`src/rtl/wb_ram_init_mux.sv`:
```
// Wishbone stage that fills a RAM region with a constant word after reset, then passes the SoC master through.
// Define WB_RAM_INIT_MUX_STREAM_EN to add a streamed preload (LOAD) phase fed by the ld_* port.
module wb_ram_init_mux #(
    parameter int          AW          = 32,
    parameter logic [31:0] BASE_ADR    = 32'h0000_0000,
    parameter int          CLEAR_WORDS = 1024,
    parameter logic [31:0] FILL_WORD   = 32'h0000_0000,
    parameter int          TIMEOUT     = 255
) (
    input  logic          wb_clk_i,
    input  logic          wb_rst_ni,

    input  logic [AW-1:0] m_adr_i,
    input  logic [31:0]   m_dat_i,
    input  logic [3:0]    m_sel_i,
    input  logic          m_we_i,
    input  logic          m_cyc_i,
    input  logic          m_stb_i,
    input  logic [2:0]    m_cti_i,
    input  logic [1:0]    m_bte_i,
    output logic [31:0]   m_dat_o,
    output logic          m_ack_o,
    output logic          m_err_o,

    output logic [AW-1:0] s_adr_o,
    output logic [31:0]   s_dat_o,
    output logic [3:0]    s_sel_o,
    output logic          s_we_o,
    output logic          s_cyc_o,
    output logic          s_stb_o,
    output logic [2:0]    s_cti_o,
    output logic [1:0]    s_bte_o,
    input  logic [31:0]   s_dat_i,
    input  logic          s_ack_i,
    input  logic          s_err_i,

`ifdef WB_RAM_INIT_MUX_STREAM_EN
    input  logic          ld_valid_i,
    input  logic [31:0]   ld_data_i,
    input  logic          ld_last_i,
    output logic          ld_ready_o,
`endif

    output logic          init_done_o,
    output logic          init_err_o
);

    typedef enum logic [2:0] {
        ST_RESET,
        ST_CLEAR,
`ifdef WB_RAM_INIT_MUX_STREAM_EN
        ST_LOAD,
`endif
        ST_HANDOVER,
        ST_PASS
    } state_e;

    localparam logic [31:0]   LAST_IDX = (CLEAR_WORDS > 0) ? 32'(CLEAR_WORDS - 1) : 32'd0;
    localparam logic [31:0]   TMO_LAST = (TIMEOUT > 0) ? 32'(TIMEOUT - 1) : 32'd0;
    localparam logic [AW-1:0] BASE     = AW'(BASE_ADR);

    state_e        state_q, state_d;
    logic          cyc_q, cyc_d;
    logic [AW-1:0] adr_q, adr_d;
    logic [31:0]   dat_q, dat_d;
    logic [31:0]   idx_q, idx_d;
    logic [31:0]   tmo_q, tmo_d;
    logic          err_q, err_d;
    logic          done_q, done_d;
`ifdef WB_RAM_INIT_MUX_STREAM_EN
    logic          last_q, last_d;
`endif

    logic          wr_end;
    logic          wr_bad;
    logic [AW-1:0] word_adr;

    // An outstanding init write ends on ack, err or timeout; err wins over a simultaneous ack.
    assign wr_end   = cyc_q && (s_ack_i || s_err_i || (tmo_q >= TMO_LAST));
    assign wr_bad   = cyc_q && (s_err_i || (!s_ack_i && (tmo_q >= TMO_LAST)));
    assign word_adr = BASE + AW'({idx_q, 2'b00});

    always_comb begin
        state_d = state_q;
        cyc_d   = cyc_q;
        adr_d   = adr_q;
        dat_d   = dat_q;
        idx_d   = idx_q;
        tmo_d   = tmo_q;
        err_d   = err_q;
        done_d  = done_q;
`ifdef WB_RAM_INIT_MUX_STREAM_EN
        last_d  = last_q;
`endif

        // Dropping cyc here guarantees an idle cycle before the next write starts.
        if (cyc_q) begin
            if (wr_end) begin
                cyc_d = 1'b0;
                tmo_d = '0;
                idx_d = idx_q + 32'd1;
                if (wr_bad) begin
                    err_d = 1'b1;
                end
            end else begin
                tmo_d = tmo_q + 32'd1;
            end
        end

        case (state_q)
            ST_RESET: begin
                if (CLEAR_WORDS > 0) begin
                    state_d = ST_CLEAR;
                end else begin
`ifdef WB_RAM_INIT_MUX_STREAM_EN
                    state_d = ST_LOAD;
`else
                    state_d = ST_HANDOVER;
`endif
                end
            end
            ST_CLEAR: begin
                if (!cyc_q) begin
                    cyc_d = 1'b1;
                    adr_d = word_adr;
                    dat_d = FILL_WORD;
                    tmo_d = '0;
                end else if (wr_end && (idx_q == LAST_IDX)) begin
                    idx_d = '0;
`ifdef WB_RAM_INIT_MUX_STREAM_EN
                    state_d = ST_LOAD;
`else
                    state_d = ST_HANDOVER;
`endif
                end
            end
`ifdef WB_RAM_INIT_MUX_STREAM_EN
            ST_LOAD: begin
                if (!cyc_q && ld_valid_i) begin
                    cyc_d  = 1'b1;
                    adr_d  = word_adr;
                    dat_d  = ld_data_i;
                    tmo_d  = '0;
                    last_d = ld_last_i;
                end else if (wr_end && last_q) begin
                    state_d = ST_HANDOVER;
                end
            end
`endif
            // Switch only between master cycles so no transfer is split across owners.
            ST_HANDOVER: begin
                if (!m_cyc_i) begin
                    state_d = ST_PASS;
                    done_d  = 1'b1;
                end
            end
            ST_PASS: begin
                state_d = ST_PASS;
            end
            default: begin
                state_d = ST_RESET;
            end
        endcase
    end

    always_ff @(posedge wb_clk_i or negedge wb_rst_ni) begin
        if (!wb_rst_ni) begin
            state_q <= ST_RESET;
            cyc_q   <= 1'b0;
            adr_q   <= '0;
            dat_q   <= '0;
            idx_q   <= '0;
            tmo_q   <= '0;
            err_q   <= 1'b0;
            done_q  <= 1'b0;
`ifdef WB_RAM_INIT_MUX_STREAM_EN
            last_q  <= 1'b0;
`endif
        end else begin
            state_q <= state_d;
            cyc_q   <= cyc_d;
            adr_q   <= adr_d;
            dat_q   <= dat_d;
            idx_q   <= idx_d;
            tmo_q   <= tmo_d;
            err_q   <= err_d;
            done_q  <= done_d;
`ifdef WB_RAM_INIT_MUX_STREAM_EN
            last_q  <= last_d;
`endif
        end
    end

    // Before PASS the master is stalled and the RAM only sees the init engine.
    always_comb begin
        if (state_q == ST_PASS) begin
            s_adr_o = m_adr_i;
            s_dat_o = m_dat_i;
            s_sel_o = m_sel_i;
            s_we_o  = m_we_i;
            s_cyc_o = m_cyc_i;
            s_stb_o = m_stb_i;
            s_cti_o = m_cti_i;
            s_bte_o = m_bte_i;
            m_dat_o = s_dat_i;
            m_ack_o = s_ack_i;
            m_err_o = s_err_i;
        end else begin
            s_adr_o = adr_q;
            s_dat_o = dat_q;
            s_sel_o = cyc_q ? 4'hF : 4'h0;
            s_we_o  = cyc_q;
            s_cyc_o = cyc_q;
            s_stb_o = cyc_q;
            s_cti_o = 3'b000;
            s_bte_o = 2'b00;
            m_dat_o = '0;
            m_ack_o = 1'b0;
            m_err_o = 1'b0;
        end
    end

`ifdef WB_RAM_INIT_MUX_STREAM_EN
    assign ld_ready_o = (state_q == ST_LOAD) && !cyc_q;
`endif

    assign init_done_o = done_q;
    assign init_err_o  = err_q;

endmodule
```
`config.mk`:
```
export PLATFORM = sky130hd
export DESIGN_NAME = wb_ram_init_mux
export DESIGN_NICKNAME = d
export VERILOG_FILES = /design/src/rtl/wb_ram_init_mux.sv
export SDC_FILE = /design/constraint.sdc
export NUM_CORES = 1
export LEC_CHECK = 0
export ABC_AREA = 1
export ABC_CLOCK_PERIOD_IN_PS = 2000
export BUFFER_PORTS_ARGS = -buffer_cell sky130_fd_sc_hd__buf_2
export CAP_MARGIN = 0
export CELL_PAD_IN_SITES_DETAIL_PLACEMENT = 1
export CELL_PAD_IN_SITES_GLOBAL_PLACEMENT = 1
export CORE_ASPECT_RATIO = 0.9
export CORE_UTILIZATION = 24
export CTS_CLUSTER_DIAMETER = 100
export DETAILED_ROUTE_END_ITERATION = 16
export PLACE_DENSITY_LB_ADDON = 0.1
export SETUP_SLACK_MARGIN = 0.4
export SLEW_MARGIN = 20
export SYNTH_ARGS = -nofsm -noshare
export SYNTH_HDL_FRONTEND = slang
export SYNTH_SLANG_ARGS = --single-unit
```
`constraint.sdc`:
```
create_clock -name wb_clk_i -period 2 [get_ports wb_clk_i]
set_clock_uncertainty 0.1 [all_clocks]
set_input_delay 0.2 -clock wb_clk_i [delete_from_list [all_inputs] [get_ports wb_clk_i]]
set_output_delay 0.2 -clock wb_clk_i [all_outputs]
set_load 0.03 [all_outputs]
```
Word-level counts from Yosys, hierarchy flattened

Index checks and enable logic that the tools add are counted.

Register bits after elaboration: 100
Bits in latches: 0
RAM bits: 0
ROM bits: 0
Bits of input ports: 112
Logic and storage cells: 61
Memories: 0

Add/sub/neg operators: 2
Multipliers: 0
Div/mod/pow operators: 0
$lt $le $gt $ge: 1
Equality and inequality tests: 7
Shifts and indexed selects: 0
Muxes and demuxes: 29
Bitwise operators: 2
Reduce and logical (&&, ||, !) cells: 13

Operators with widths:

| kind                  | count |
|---|---|
| $mux 32               | 12 |
| $add 32x1->32 const B | 2 |
| $eq 32x10->1 const B  | 1 |
| $ge 32x8->1 const B   | 1 |
| $mux 3                | 4 |
| $pmux 3 s4            | 1 |
| $mux 1                | 9 |
| $mux 4                | 2 |
| $eq 3x2->1 const B    | 2 |
| $ne 2x2->1 const B    | 3 |
| $reduce_and 3->1      | 2 |
| $logic_and 1x1->1     | 4 |
| $reduce_and 2->1      | 2 |
| $eq 3x1->1 const B    | 1 |
| $logic_not 3->1       | 1 |
| $logic_or 1x1->1      | 3 |
| $mux 2                | 1 |
| $not 1->1             | 2 |
| $logic_not 1->1       | 1 |

Logic depth before layout (Yosys ltp)

Gate-level depths: netlist of run 1.

Depth in word-level cells: 8
Gate-level depth with buffers: 14
Depth with buffers taken out: 13

Worst setup path before layout of run 1

OpenSTA, ideal clock, no wires.

Kind: reg2out
From: reg state_q[1]
To: out s_cyc_o
Arrival: 1.491 ns
Required time: 1.700 ns
Setup slack: 0.209 ns
Stages on the path, launching flop included: 5
Buffers on the path: 2
Cell sequence: dfrtp_1 > buf_2 > nand2_1 > buf_2 > o21ai_0

Longest elaborated chain between the ends: 2

Ends and longest elaborated chain:

| item                   | RTL line | source |
|---|---|---|
| start, declared        | 62       | `state_e state_q, state_d;` |
| start signal, assigned | 180      | `state_q <= state_d;` |
| $eq 3x2->1             | 196      | `if (state_q == ST_PASS) begin` |
| $mux 1                 | 196      |  |
| end, declared          | 29       | `output logic s_cyc_o,` |

No other way between the ends.

Worst setup path in the final report of run 1

From: reg state_q[0]
To: out s_adr_o[18]

Longest elaborated chain between the ends: 2

Ends and longest elaborated chain:

| item          | RTL line | source |
|---|---|---|
| $eq 3x2->1    | 196      |  |
| $mux 32       | 196      |  |
| end, declared | 25       | `output logic [AW-1:0] s_adr_o,` |

No other way between the ends.

==> out/qor.csv, run 1 <==
stage;metric;value;unit
outcome;outcome;finished clean;
setup_path;R2R setup slack;0.14;ns
placed_design;GP Congestion;0.780;
setup_path;Crit. Startpoint;state_q[0];
synthesis;sequential share of the synthesized area;0.418;
clock_network;# clock sinks;99;
pwr;peak supply drop;368;uV
synthesis;Synth Register Bits;99;
layout;Nets;1228;
sta;Setup-failing EPs final;0;
setup_path;Crit path buffers/inverters;3;
setup_path;R2R depth;13;
routing;vias per cell;4.59;
setup_path;Critical Path RT;1.70;ns
clock_network;root buffer cell;clkbuf_16;
routing;drt wl/cell;18.7;um
setup_path;type of the worst setup path;reg2out;
sta;fmax;0.508;GHz
sta;WHS;0.0933;ns
floorplan;DIE WIDTH;168;um
synthesis;syn avg cell area;7.27;um^2
floorplan;I/O pin count;224;
sta;fin crit period;1.97;ns
synthesis;Synthesis Warnings;0;
synthesis;syn_nets;931;
clock_network;total CTS buffers;9;
pwr;Power Density;476;mW/mm^2
setup_path;WP data arrival;1.67;ns
routing;Routed Antenna Nets;0;
sta;RSZ-0062 raised after global routing;yes;
layout;Area growth, synth to finish;84.0;%
routing;DR iter-0 viols;249;
sta;Final Cycle Share;0.984;
setup_path;crit start category;flop;
sta;PnR worst setup slack;0.0323;ns
floorplan;row count;54;
grt;largest net degree at the start of global routing;48;
placed_design;IO Port Bufs;223;
synthesis;Distinct cells, synth;37;
clock_network;Max clock buf depth;2;
hold_path;Hold Crit Class;in2reg;
clock_network;H-tree depth;3;
setup_path;worst reg2reg startpoint;tmo_q[1];
setup_path;crit end category;output port;
layout;share of cells above drive strength 1;0.525;
routing;DRC;0;
sta;final count of hold timing violations;0;
synthesis;Netlist Area Pre-Place;0.00593;mm^2
run;max cap viols;0;
grt;initial antenna violation count;3;
synthesis;post-synthesis cell count;816;
routing;routed wire length;26700;um
setup_path;CP endpoint;s_adr_o[18];
pwr;total leakage power;5.17;nW
floorplan;die area;0.0253;mm^2
grt;number of global-route vias before repair;6516;
floorplan;Initial Util;0.245;
setup_path;CP max stage cell;dfrtp_1;
clock_network;clk_lat worst skew;0.35;ns
placed_design;Place WS;0.0732;ns
sta;Worst slew margin;0.704;
setup_path;Crit Path Max Fanout;7;
setup_path;CP delay by family, top;buffers and inverters;
clock_network;CTS tree;yes;
grt;first-pass GRT wire length;38300;um
routing;Pre-antenna DRT Iters;4;
setup_path;cell depth of the worst setup path;5;
floorplan;Die Ht;151;um
sta;Slew Limit Fails;0;
floorplan;CORE AREA;0.0243;mm^2
setup_path;CP Cell Sequence;nand2_4 > buf_8 > buf_16 > mux2_4 > buf_6;
sta;Worst Max-Slew Pin Slew;0.444;ns
setup_path;RR Endpoint;idx_q[17];
routing;Vias;6556;
grt;gr usage total;0.200;
grt;grt ovf;0;
placed_design;dpl hpwl;16700;um
hold_path;hold path start;s_err_i;
setup_path;max incr delay on CP;0.41;ns
clock_network;CTS clk-pin slew, worst paths;0.07;ns
## area by class of cell
class / count / area [um^2]
repair inverters: 1 / 8.76
clock inverters: 3 / 46.3
flip-flops and latches: 99 / 2490
repair buffers: 318 / 3290
fillers: 2757 / 13300
multi-input cells: 559 / 3940
well taps: 308 / 385
inverters: 125 / 485
clock buffers: 13 / 260
diodes: 3 / 7.51
## state kept, by name, indices dropped and copies added, names as in the netlist
register	cells
adr_q	30
cyc_q	1
idx_q	32
init_done_o	1
init_err_o	1
state_q	2
tmo_q	32
## worst min path at each step
stage / slack, ns / to / cells past startpoint
floorplan: -0.20 / adr_q[10] / 0
global placement: 0.07 / adr_q[20] / 1
detailed placement: 0.07 / adr_q[20] / 1
CTS: 0.07 / init_err_o / 4
global route: 0.11 / init_err_o / 3
finish: 0.09 / init_err_o / 4
## kinds of logic after synthesis
group	synth area share
buffers and inverters	0.112
DFF	0.418
xor gates and xnor gates	0.0251
and+or+nand+nor	0.313
muxes	0.0627
AOI/OAI and AO/OA	0.0639
adders and majority gates	0.00633
## through the flow
step / util / instances / power (mW) / area (um^2) / setup TNS [ns]
finish: 0.450 / 1429 / 5.20 / 10900 / 0
global route: 0.450 / 1429 / 5.40 / 10900 / -0.0255
CTS: 0.415 / 1408 / 5.17 / 10100 / 0
detailed placement: 0.318 / 1346 / 3.08 / 7720 / 0
global placement: 0.318 / 1346 / 3.07 / 7720 / 0
floorplan: - / 816 / 2.68 / 6130 / 0
## cell usage in the layout (no fill, tap or decap), types with 7 or more instances in the layout
cell / n
o21ai_2: 27
dfrtp_2: 10
nand2_1: 147
dfrtp_1: 89
buf_2: 112
nand2_2: 21
nor2_1: 88
nand3_2: 16
clkbuf_16: 14
inv_1: 108
nor2_4: 73
nand4_1: 8
o21ai_1: 21
buf_16: 19
buf_6: 129
o21ai_0: 12
buf_4: 31
nand3_1: 28
mux2_4: 31
xor2_1: 14
buf_12: 14
nand2_4: 10
inv_2: 15
nor2_2: 25
buf_8: 7
## power by group
part | leakage (nW) | internal [mW] | switching [mW]
Sequential | 1.29 | 2.05 | 0.0610
Combinational | 3.74 | 0.539 | 0.704
Clock | 0.146 | 1.04 | 0.795
Total | 5.17 | 3.64 | 1.56
## tightest hold or removal path, cell delays in order
cell and delay, ns:
buf_2 0.09, inv_1 0.07, o21ai_2 0.06, a21o_1 0.10
## per-layer routing
metal | part of all wire | vias up | wire, um | GRT usage
li1 | - | 3118 | - | -
met1 | 0.44 | 3207 | 11800 | 0.262
met2 | 0.49 | 203 | 13000 | 0.333
met3 | 0.050 | 28 | 1330 | 0.0358
met4 | 0.022 | 0 | 579 | 0.0647
met5 | 0 | - | 0 | 0
## timing repair
item                                    in CTS  in global routing
endpoints found under the setup margin     153                181
pin swaps                                   18                 33
setup buffers                               29                 11
endpoints found under the hold margin       26                  0
cloned                                      16                  7
hold buffers                                 1                  0
resized for setup                          399                182
## synth_stat cells
cell / number / share of area
nor2_4: 3 / 0.0057
mux2_2: 32 / 0.061
buf_12: 1 / 0.0034
and3_1: 1 / 0.0011
inv_1: 122 / 0.077
nor3b_1: 1 / 0.0013
a21o_1: 1 / 0.0013
nor2_2: 5 / 0.0053
nand3_1: 45 / 0.038
inv_4: 1 / 0.0011
nand2b_1: 1 / 0.0011
buf_6: 2 / 0.0038
nand2_4: 2 / 0.0038
o21ai_1: 6 / 0.0051
nand3_2: 2 / 0.0034
xnor2_1: 3 / 0.0044
o21ai_0: 44 / 0.037
a21oi_1: 2 / 0.0017
nor3_2: 2 / 0.0034
nand2_2: 10 / 0.011
nand4_2: 1 / 0.0021
dfrtp_1: 99 / 0.42
nor2_1: 178 / 0.11
buf_1: 8 / 0.0051
ha_1: 3 / 0.0063
a31o_2: 1 / 0.0015
buf_4: 5 / 0.0063
nand4_1: 8 / 0.0084
nand2_1: 170 / 0.11
mux2_1: 1 / 0.0019
o21ai_2: 10 / 0.015
o31ai_1: 2 / 0.0025
xor2_1: 14 / 0.021
inv_2: 2 / 0.0013
clkbuf_1: 8 / 0.0051
nor3_1: 10 / 0.0084
buf_2: 10 / 0.0084
No activity file was read; power rests on OpenSTA's default activity.
==> run 2: changes to the inputs <==
--- a/config.mk
+++ b/config.mk
@@ -6,13 +6,13 @@
 export NUM_CORES = 1
 export LEC_CHECK = 0
 export ABC_AREA = 1
-export ABC_CLOCK_PERIOD_IN_PS = 2000
+export ABC_CLOCK_PERIOD_IN_PS = 2300
 export BUFFER_PORTS_ARGS = -buffer_cell sky130_fd_sc_hd__buf_2
 export CAP_MARGIN = 0
 export CELL_PAD_IN_SITES_DETAIL_PLACEMENT = 1
 export CELL_PAD_IN_SITES_GLOBAL_PLACEMENT = 1
 export CORE_ASPECT_RATIO = 0.9
-export CORE_UTILIZATION = 24
+export CORE_UTILIZATION = 37
 export CTS_CLUSTER_DIAMETER = 100
 export DETAILED_ROUTE_END_ITERATION = 16
 export PLACE_DENSITY_LB_ADDON = 0.1
==> constraint.sdc (replaced) <==
create_clock -name wb_clk_i -period 2.3 [get_ports wb_clk_i]
set_clock_uncertainty 0.1 [all_clocks]
set_input_delay 0.23 -clock wb_clk_i [delete_from_list [all_inputs] [get_ports wb_clk_i]]
set_output_delay 0.23 -clock wb_clk_i [all_outputs]
set_load 0.03 [all_outputs]
==> run 2 against run 1 <==
Net effect:
- hold slack improved by 0.028 ns
- cell count decreased by 12%
- sequential share of layout area increased by 6.2 points
- clock power decreased by 11%
- clock-buffer cell count decreased by 4
- wire length decreased by 19%
==> out/qor.csv, run 2 (synthesized netlist as in run 1, its figures left out) <==
stage;metric;value;unit;change
floorplan;Initial Util;0.381;;+0.137
sta;final count of hold timing violations;0;;unchanged
clock_network;CTS tree;yes;;
sta;Setup-failing EPs final;0;;unchanged
routing;routed metal-1 wirelength;9310;um;-21%
sta;Worst slew margin;0.705;;+0.00106
sta;fmax;0.507;GHz;
layout;Fill cells;1968;;-29%
pwr;peak supply drop;382;uV;+3.7%
routing;top sig layer;met4;;
clock_network;CTS clk-pin slew, worst paths;0.07;ns;about the same
setup_path;type of the worst setup path;reg2out;;
setup_path;R2R depth;10;;-3
routing;routed wire length;21700;um;-19%
placed_design;GP Congestion;0.868;;+11%
layout;Area growth, synth to finish;44.5;%;
placed_design;dpl hpwl;15000;um;-10%
setup_path;worst reg2reg startpoint;idx_q[1];;
setup_path;Critical Path RT;1.97;ns;+0.27 ns
routing;DR iter-0 viols;300;;+20%
clock_network;clk_lat worst skew;0.36;ns;about the same
clock_network;# clock sinks;99;;unchanged
routing;Pre-antenna DRT Iters;4;;unchanged
floorplan;die area;0.0165;mm^2;-35%
routing;vias per cell;4.89;;+6.6%
sta;RSZ-0062 raised after global routing;yes;;
sta;Slew Limit Fails;0;;unchanged
grt;largest net degree at the start of global routing;49;;+2.1%
clock_network;Max clock buf depth;2;;unchanged
routing;Vias;6179;;-5.8%
floorplan;CORE AREA;0.0155;mm^2;-36%
setup_path;CP endpoint;s_adr_o[8];;
floorplan;Die Ht;122;um;-19%
layout;commonest non-fill, non-tap cells in the layout;nand2_1, buf_2, nor2_1;;
routing;routed length on met2;10900;um;-16%
grt;first-pass GRT wire length;32300;um;-15%
placed_design;Place WS;0.149;ns;+0.0760 ns
layout;final core occ;0.551;;+0.101
sta;Final Cycle Share;0.857;;
routing;Routed Antenna Nets;0;;unchanged
layout;share of cells above drive strength 1;0.383;;-0.142
grt;number of global-route vias before repair;5905;;-9.4%
outcome;outcome;finished clean;;
placed_design;# placed instances;1219;;-9.4%
sta;fin crit period;1.97;ns;
grt;gr usage total;0.257;;+0.0575
pwr;total leakage power;4.37;nW;-15%
clock_network;H-tree depth;3;;unchanged
floorplan;DIE WIDTH;135;um;-19%
layout;most common cell after layout, fill and taps aside;nand2_1;;
setup_path;crit end category;output port;;
layout;Finished Layout Cells;1263;;-12%
grt;grt ovf;0;;unchanged
run;max cap viols;0;;unchanged
floorplan;row count;43;;-20%
setup_path;crit start category;flop;;
sta;Worst Max-Slew Pin Slew;0.439;ns;-0.00497 ns
layout;Nets;1171;;-4.6%
sta;post-route setup TNS;0;ns;unchanged
sta;PnR worst setup slack;0.328;ns;+0.296 ns
pwr;Power Density;506;mW/mm^2;+6.3%
hold_path;hold path start;s_err_i;;
routing;wire length on met3;966;um;-27%
hold_path;Hold Crit Class;in2reg;;
setup_path;Crit Path Max Fanout;9;;+2
routing;drt wl/cell;17.2;um;-7.9%
floorplan;I/O pin count;224;;unchanged
setup_path;Crit. Startpoint;state_q[0];;
grt;initial antenna violation count;0;;-3
clock_network;total CTS buffers;9;;unchanged
layout;Largest regs;idx_q x32, tmo_q x32, adr_q x30;;
routing;DRC;0;;unchanged
setup_path;WP data arrival;1.64;ns;-0.03 ns
setup_path;RR Endpoint;idx_q[5];;
clock_network;root buffer cell;clkbuf_16;;
setup_path;R2R setup slack;0.41;ns;+0.27 ns
placed_design;IO Port Bufs;223;;unchanged
## run 2: changes by cell type in the layout (fill, tap and decap cells not counted), sizes merged
cell      delta
clkbuf       +3
diode        -2
clkinvlp     -1
inv          +1
clkinv       +1
bufbuf       +2
nand2        -1
bufinv       +1
buf         -64
## run 2: per-stage QoR
| step | hold slack (ns) | area (um^2) | total power [mW] |
|---|---|---|---|
| floorplan | -0.166 | 5930 | 2.30 |
| global placement | 0.0529 | 7250 | 2.59 |
| detailed placement | 0.0503 | 7250 | 2.60 |
| CTS | 0.121 | 8100 | 4.30 |
| global route | 0.155 | 8560 | 4.49 |
| finish | 0.121 | 8570 | 4.34 |
## run 2: per-layer routing
metal / vias to the layer above / GRT usage
li1: 2996 / -
met1: 2995 / 0.325
met2: 154 / 0.448
met3: 34 / 0.0375
met4: 0 / 0.0864
met5: - / 0
## run 2: timing repair
| item | 4_1_cts | 5_1_grt |
|---|---|---|
| resized for setup | 95 | 141 |
| pin swaps | 3 | 11 |
| setup buffers | 12 | 8 |
| endpoints found under the hold margin | 20 | 0 |
| cloned | 4 | 3 |
| hold buffers | 1 | 0 |
| endpoints found under the setup margin | 150 | 133 |
## run 2: final cells by class
type                    count  area [um^2]  area share
repair buffers            263         1950       0.227
diodes                      1         2.50    0.000292
clock buffers               9          225      0.0263
multi-input cells         558         3080       0.359
well taps                 202          253      0.0295
clock inverters             6         90.1      0.0105
flip-flops and latches     99         2490       0.290
inverters                 125          485      0.0567
## run 2: worst min path at each step
stage | cells past startpoint | endpoint
6_report | 4 | init_err_o
5_1_grt | 3 | init_done_o
4_1_cts | 4 | state_q[0]
3_5_place_dp | 1 | tmo_q[24]
3_3_place_gp | 1 | tmo_q[24]
2_1_floorplan | 0 | adr_q[10]
## run 2: worst max-delay path, cell delays in order, from the launching register on
cell     delay (ns)
dfrtp_2        0.45
nand2_8        0.18
buf_12         0.16
mux2_2         0.32
buf_2          0.17
## run 2: report_power, final
group	leakage, nW	internal (mW)	switching [mW]
clock	0.152	0.951	0.688
sequential	1.29	1.79	0.0530
combinational	2.92	0.339	0.519
total	4.37	3.08	1.26
